$ cat src/rtl/uart_rx_cmd_decoder.sv
// uart_rx_cmd_decoder: assembles UART bytes into command frames and issues register-file / ALU strobes
// Ports: clk, rst_n (sync active-low); rx_data/rx_valid/par_err/stp_err from the UART receiver;
// rf_wr_en/rf_rd_en/rf_addr/rf_wr_data to the register file; alu_en/alu_fun/op_a/op_b to the ALU;
// frame_err pulses on an aborted frame; busy is high outside IDLE.
// Optional: define FRAME_TIMEOUT_EN to abort frames that stall longer than TIMEOUT cycles between bytes.
module uart_rx_cmd_decoder #(
    parameter int         ADDR_W      = 4,
    parameter logic [7:0] CMD_RF_WR   = 8'hAA,
    parameter logic [7:0] CMD_RF_RD   = 8'hBB,
    parameter logic [7:0] CMD_ALU_OP  = 8'hCC,
    parameter logic [7:0] CMD_ALU_NOP = 8'hDD,
    parameter int         TIMEOUT     = 1023
) (
    input  logic              clk,
    input  logic              rst_n,
    input  logic [7:0]        rx_data,
    input  logic              rx_valid,
    input  logic              par_err,
    input  logic              stp_err,
    output logic              rf_wr_en,
    output logic              rf_rd_en,
    output logic [ADDR_W-1:0] rf_addr,
    output logic [7:0]        rf_wr_data,
    output logic              alu_en,
    output logic [3:0]        alu_fun,
    output logic [7:0]        op_a,
    output logic [7:0]        op_b,
    output logic              frame_err,
    output logic              busy
);
    typedef enum logic [2:0] {IDLE, WR_ADDR, WR_DATA, RD_ADDR, ALU_A, ALU_B, ALU_FUN, NOP_FUN} state_t;

    if (ADDR_W < 1 || ADDR_W > 8 || TIMEOUT < 1) begin : g_bad_cfg
        $error("uart_rx_cmd_decoder: unsupported ADDR_W/TIMEOUT");
    end

    state_t            state_q, state_d;
    logic [ADDR_W-1:0] rf_addr_q, rf_addr_d;
    logic [7:0]        rf_wr_data_q, rf_wr_data_d;
    logic [3:0]        alu_fun_q, alu_fun_d;
    logic [7:0]        op_a_q, op_a_d;
    logic [7:0]        op_b_q, op_b_d;
    logic              rf_wr_en_q, rf_wr_en_d;
    logic              rf_rd_en_q, rf_rd_en_d;
    logic              alu_en_q, alu_en_d;
    logic              frame_err_q, frame_err_d;
    logic              bad, addr_ok, fun_ok;

    assign bad     = par_err || stp_err;
    assign addr_ok = (rx_data >> ADDR_W) == 8'd0;
    assign fun_ok  = rx_data[7:4] == 4'd0;

`ifdef FRAME_TIMEOUT_EN
    localparam int CW = $clog2(TIMEOUT + 1);
    logic [CW-1:0] cnt_q, cnt_d;
    logic          tmo;
    // cnt_q holds the silent cycles before the current one, so expiry lands on the TIMEOUT-th silent cycle
    assign cnt_d = (state_q == IDLE || rx_valid) ? '0 : cnt_q + 1'b1;
    assign tmo   = state_q != IDLE && !rx_valid && cnt_q == CW'(TIMEOUT - 1);
    always_ff @(posedge clk) begin
        if (!rst_n) cnt_q <= '0;
        else        cnt_q <= cnt_d;
    end
`endif

    always_comb begin
        state_d      = state_q;
        rf_addr_d    = rf_addr_q;
        rf_wr_data_d = rf_wr_data_q;
        alu_fun_d    = alu_fun_q;
        op_a_d       = op_a_q;
        op_b_d       = op_b_q;
        rf_wr_en_d   = 1'b0;
        rf_rd_en_d   = 1'b0;
        alu_en_d     = 1'b0;
        frame_err_d  = 1'b0;
        if (rx_valid && bad) begin
            state_d     = IDLE;
            frame_err_d = state_q != IDLE;
        end else if (rx_valid) begin
            case (state_q)
                IDLE: begin
                    state_d     = rx_data == CMD_RF_WR   ? WR_ADDR :
                                  rx_data == CMD_RF_RD   ? RD_ADDR :
                                  rx_data == CMD_ALU_OP  ? ALU_A   :
                                  rx_data == CMD_ALU_NOP ? NOP_FUN : IDLE;
                    frame_err_d = rx_data != CMD_RF_WR && rx_data != CMD_RF_RD &&
                                  rx_data != CMD_ALU_OP && rx_data != CMD_ALU_NOP;
                end
                WR_ADDR, RD_ADDR: begin
                    state_d     = (addr_ok && state_q == WR_ADDR) ? WR_DATA : IDLE;
                    frame_err_d = !addr_ok;
                    rf_rd_en_d  = addr_ok && state_q == RD_ADDR;
                    rf_addr_d   = addr_ok ? rx_data[ADDR_W-1:0] : rf_addr_q;
                end
                WR_DATA: begin
                    state_d      = IDLE;
                    rf_wr_data_d = rx_data;
                    rf_wr_en_d   = 1'b1;
                end
                ALU_A: begin
                    state_d = ALU_B;
                    op_a_d  = rx_data;
                end
                ALU_B: begin
                    state_d = ALU_FUN;
                    op_b_d  = rx_data;
                end
                ALU_FUN, NOP_FUN: begin
                    state_d     = IDLE;
                    frame_err_d = !fun_ok;
                    alu_en_d    = fun_ok;
                    alu_fun_d   = fun_ok ? rx_data[3:0] : alu_fun_q;
                end
                default: state_d = IDLE;
            endcase
        end
`ifdef FRAME_TIMEOUT_EN
        else if (tmo) begin
            state_d     = IDLE;
            frame_err_d = 1'b1;
        end
`endif
    end

    always_ff @(posedge clk) begin
        if (!rst_n) begin
            state_q      <= IDLE;
            rf_addr_q    <= '0;
            rf_wr_data_q <= '0;
            alu_fun_q    <= '0;
            op_a_q       <= '0;
            op_b_q       <= '0;
            rf_wr_en_q   <= 1'b0;
            rf_rd_en_q   <= 1'b0;
            alu_en_q     <= 1'b0;
            frame_err_q  <= 1'b0;
        end else begin
            state_q      <= state_d;
            rf_addr_q    <= rf_addr_d;
            rf_wr_data_q <= rf_wr_data_d;
            alu_fun_q    <= alu_fun_d;
            op_a_q       <= op_a_d;
            op_b_q       <= op_b_d;
            rf_wr_en_q   <= rf_wr_en_d;
            rf_rd_en_q   <= rf_rd_en_d;
            alu_en_q     <= alu_en_d;
            frame_err_q  <= frame_err_d;
        end
    end

    assign rf_wr_en   = rf_wr_en_q;
    assign rf_rd_en   = rf_rd_en_q;
    assign rf_addr    = rf_addr_q;
    assign rf_wr_data = rf_wr_data_q;
    assign alu_en     = alu_en_q;
    assign alu_fun    = alu_fun_q;
    assign op_a       = op_a_q;
    assign op_b       = op_b_q;
    assign frame_err  = frame_err_q;
    assign busy       = state_q != IDLE;
endmodule

$ cat config.mk
export PLATFORM = sky130hd
export DESIGN_NAME = uart_rx_cmd_decoder
export DESIGN_NICKNAME = d
export VERILOG_FILES = /design/src/rtl/uart_rx_cmd_decoder.sv
export SDC_FILE = /design/constraint.sdc
export NUM_CORES = 1
export LEC_CHECK = 0
export ABC_CLOCK_PERIOD_IN_PS = 2700
export CORE_MARGIN = 2
export CORE_UTILIZATION = 45
export CTS_CLUSTER_SIZE = 40
export DETAILED_ROUTE_END_ITERATION = 8
export MAX_ROUTING_LAYER = met4
export PLACE_DENSITY_LB_ADDON = 0.1
export SYNTH_ARGS = -nofsm -noshare
export SYNTH_HDL_FRONTEND = slang
export SYNTH_SLANG_ARGS = --single-unit
$ cat constraint.sdc
create_clock -name clk -period 2.7 [get_ports clk]
set_input_delay 0.81 -clock clk [delete_from_list [all_inputs] [get_ports clk]]
set_output_delay 0.81 -clock clk [all_outputs]
set_load 0.03 [all_outputs]
==> summary.txt <==
CTS
  – H-tree depth: 2
  – Clk sinks: 39
  – Cts hold-fix bufs: 0
  – Clock transition at path regs: 0.11 ns
  – Worst skew pair latency: 0.34 ns
  – CTS resizes: 0
  – Clock Tree Root: clkbuf_4
  – Maximum root-to-sink buffer count: 2
  – CTS Buf Count: 5
  – CTS tree: yes
  – Post-CTS setup buffer count: 0

Drt
  – DR iter-0 viols: 97
  – Vias per inst: about 5
  – DRC Markers: 0
  – Vias after detailed routing: 1385
  – Drt pass-1 iters: 4
  – Total Wirelength: 3860 um
  – Routed len/inst: ~14 um
  – DRT antenna net count: 0

Global routing
  – Largest net degree at the start of global routing: 19
  – First-pass GRT wire length: 6440 um
  – Vias in the first global route: 1369
  – GR Overflow Total: 0
  – Number of antenna violations at the first check in global routing: 0
  – GRT Total Usage: 0.214

Worst setup path
  – Setup crit start kind: register
  – Top Family by Delay on Critical Path: buffers and inverters
  – WP data required: 1.89 ns
  – Worst Path Buf+Inv: 1
  – Nature of the critical path endpoint: primary output
  – Critical Path Fanout Max: 11
  – CP arrival: 1.81 ns
  – CP peak stage delay: 0.61 ns
  – Worst Setup Path Type: reg -> out
  – CP max stage cell: clkdlybuf4s50_1
  – Crit path cell chain: or3_1 -> clkdlybuf4s50_1

Cells and area
  – Share of cells above drive strength 1: 0.112
  – Leading cell type in the layout, fill and taps excluded: clkdlybuf4s50_1
  – Final-stage net count: 235
  – Final Non-Filler Cells: between 200 and 300
  – ANT cells: 0
  – Highest-count cells in the layout ignoring fill and taps: clkdlybuf4s50_1, dfxtp_1, nor2_1
  – Area growth from synthesis to layout: 42.0%

Pwr
  – Worst vdd ir: 0.326 mV
  – Cell leakage power: 0.00103 uW
  – Sw frac: 0.235
  – Clock share of power: 0.302
  – Sequential power share: 0.619
  – Sw power: 218 uW
  – PwrDens: between 400 and 500 nW/um2
  – Combinational Power Share: 0.079
  – Internal Pwr Total: 712 uW

Placement
  – Gpl congestion: 0.799
  – PortBufs: between 40 and 50
  – Placed insts: roughly 260
  – Hpwl dp: 2900 um

STA
  – Setup tns final: 0 ns
  – Final min period: ~2.6 ns
  – Max-slew violation count: 0
  – Fmax: around 0.38 GHz
  – Final Skew: ~0.007 ns
  – RSZ-0062 raised after global routing: false
  – Tcrit/Tclk final: 0.969
  – Count of final hold-check violations: 0
  – Worst-Margin Slew: 0.400 ns
  – Final count of negative-setup-slack endpoints: 0
  – Rel. slew slack: 0.732

Floorplan
  – Rows: 21
  – Initial Util: 0.472
  – Die H: roughly 63 um
  – Die area: 4020 um2
  – Core area: 3360 um2
  – I/O pin cnt: 50
  – Die X: 63.4 um

Job
  – Max-cap viol count: 0

Synthesis
  – Syn Inst Count: 158
  – Xor/xnor share of the synthesized area: 0.00551
  – Simple-gate share of the synthesized area: 0.208
  – Warnings, synthesis: 0
  – Syn_nets: roughly 170
  – Largest family of logic cells by synthesized area: simple AND/OR/NAND/NOR gates
  – Synth Area per Inst: 10.1 um2
  – Count of different cell masters after synthesis: 32
  – Number of synthesized register bits: 39
  – Compound-cell area share of the yosys netlist: 0.0543
  – Synth Cell Area: 1590 um2
  – Mux cell area share after synthesis: 0.202
  – Sequential area share after synthesis: 0.491
  – Post-Synth Adder-Cell Area: 0

Status
  – Run status: complete, no violations

Hold path
  – Hold Path Class: reg -> reg
[layout make-up]
class | instances | area (um2)
fillers | 296 | 1110
flip-flops and latches | 39 | 781
multi-input cells | 109 | 746
repair buffers | 66 | 618
well taps | 46 | 57.6
clock buffers | 7 | 45.0
clock inverters | 1 | 5.00
inverters | 1 | 3.75
[metal layers]
metal,global-route usage,vias to the layer above,share of wire
li1,-,687,-
met1,0.271,651,0.46
met2,0.317,41,0.47
met3,0.0643,6,0.053
met4,0.0897,0,0.019
met5,-,-,0
[kinds of logic (layout without fill, tap and decap cells)]
family,count (synthesis),count (layout)
xor gates and xnor gates,1,1
AOI/OAI and AO/OA,13,13
DFF,39,39
buffers and inverters,10,75
and+or+nand+nor,63,63
muxes,32,32
[synth_stat cells]
| cell type | n | share of area |
|---|---|---|
| o2111ai_1 | 1 | 0.0055 |
| buf_6 | 2 | 0.014 |
| o211ai_1 | 2 | 0.0094 |
| a311oi_1 | 1 | 0.0055 |
| xnor2_1 | 1 | 0.0055 |
| dfxtp_1 | 39 | 0.49 |
| nor4bb_1 | 2 | 0.013 |
| and2_1 | 1 | 0.0039 |
| nand2b_1 | 1 | 0.0039 |
| nand3_1 | 4 | 0.013 |
| and3_1 | 1 | 0.0039 |
| or4_4 | 1 | 0.0071 |
| nand4_1 | 1 | 0.0039 |
| clkbuf_1 | 5 | 0.012 |
| nand3b_1 | 2 | 0.0094 |
| nor4_4 | 1 | 0.013 |
| inv_1 | 1 | 0.0024 |
| o21ai_0 | 2 | 0.0063 |
| nor4_1 | 2 | 0.0079 |
| a21oi_1 | 3 | 0.0094 |
| nand4b_1 | 1 | 0.0055 |
| and4_1 | 1 | 0.0055 |
| and4b_1 | 1 | 0.0063 |
| a31oi_1 | 3 | 0.012 |
| or3_1 | 1 | 0.0039 |
| nor2b_1 | 3 | 0.012 |
| mux2i_1 | 32 | 0.20 |
| o211a_1 | 1 | 0.0063 |
| nor3_1 | 2 | 0.0063 |
| nor2_1 | 35 | 0.083 |
| nand2_1 | 3 | 0.0071 |
| dlygate4sd1_1 | 2 | 0.011 |
[per-stage QoR]
stage / hold WS (ns) / power, uW / cell area (um2) / util / setup WS, ns
after global placement: 0.475 / 661 / 2210 / 0.656 / 0.0850
final: 0.505 / 930 / 2260 / 0.671 / 0.0826
after floorplan: 0.570 / 617 / 1590 / - / 0.489
after detailed placement: 0.485 / 661 / 2210 / 0.656 / 0.0506
after CTS: 0.512 / 941 / 2260 / 0.671 / 0.0709
after global routing: 0.543 / 972 / 2260 / 0.671 / 0.0164
[worst reg2reg max path, cell delays in order, from the launching register on]
cell     delay (ns)
dfxtp_1        0.53
and2_1         0.22
nand3_1        0.09
buf_4          0.21
mux2i_1        0.18
nor2_1         0.07
[power groups by stage]
stage	logic (uW)	clock network, uW	registers [uW]
2_1_floorplan	27.6	0	590
5_1_grt	78.1	318	576
3_5_place_dp	72.3	0	589
6_report	73.0	281	576
3_3_place_gp	71.6	0	589
4_1_cts	72.6	293	576
[path summary, 6_finish.rpt]
kind	start	end	slack, ns	cells after the start
worst max-delay path	state_q[2]	busy	0.08	2
worst min-delay path	op_b[4]	op_b[4]	0.51	2
worst max register to register	state_q[2]	op_b[3]	1.29	5
worst min register to register	op_b[4]	op_b[4]	0.51	2
[registers in the layout (all words and copies together), names as in the netlist]
signal and flops:
alu_en 1, alu_fun 4, frame_err 1, op_a 8, op_b 8, rf_addr 4, rf_rd_en 1, rf_wr_data 8
rf_wr_en 1, state_q 3
No activity file was read; power rests on OpenSTA's default activity.
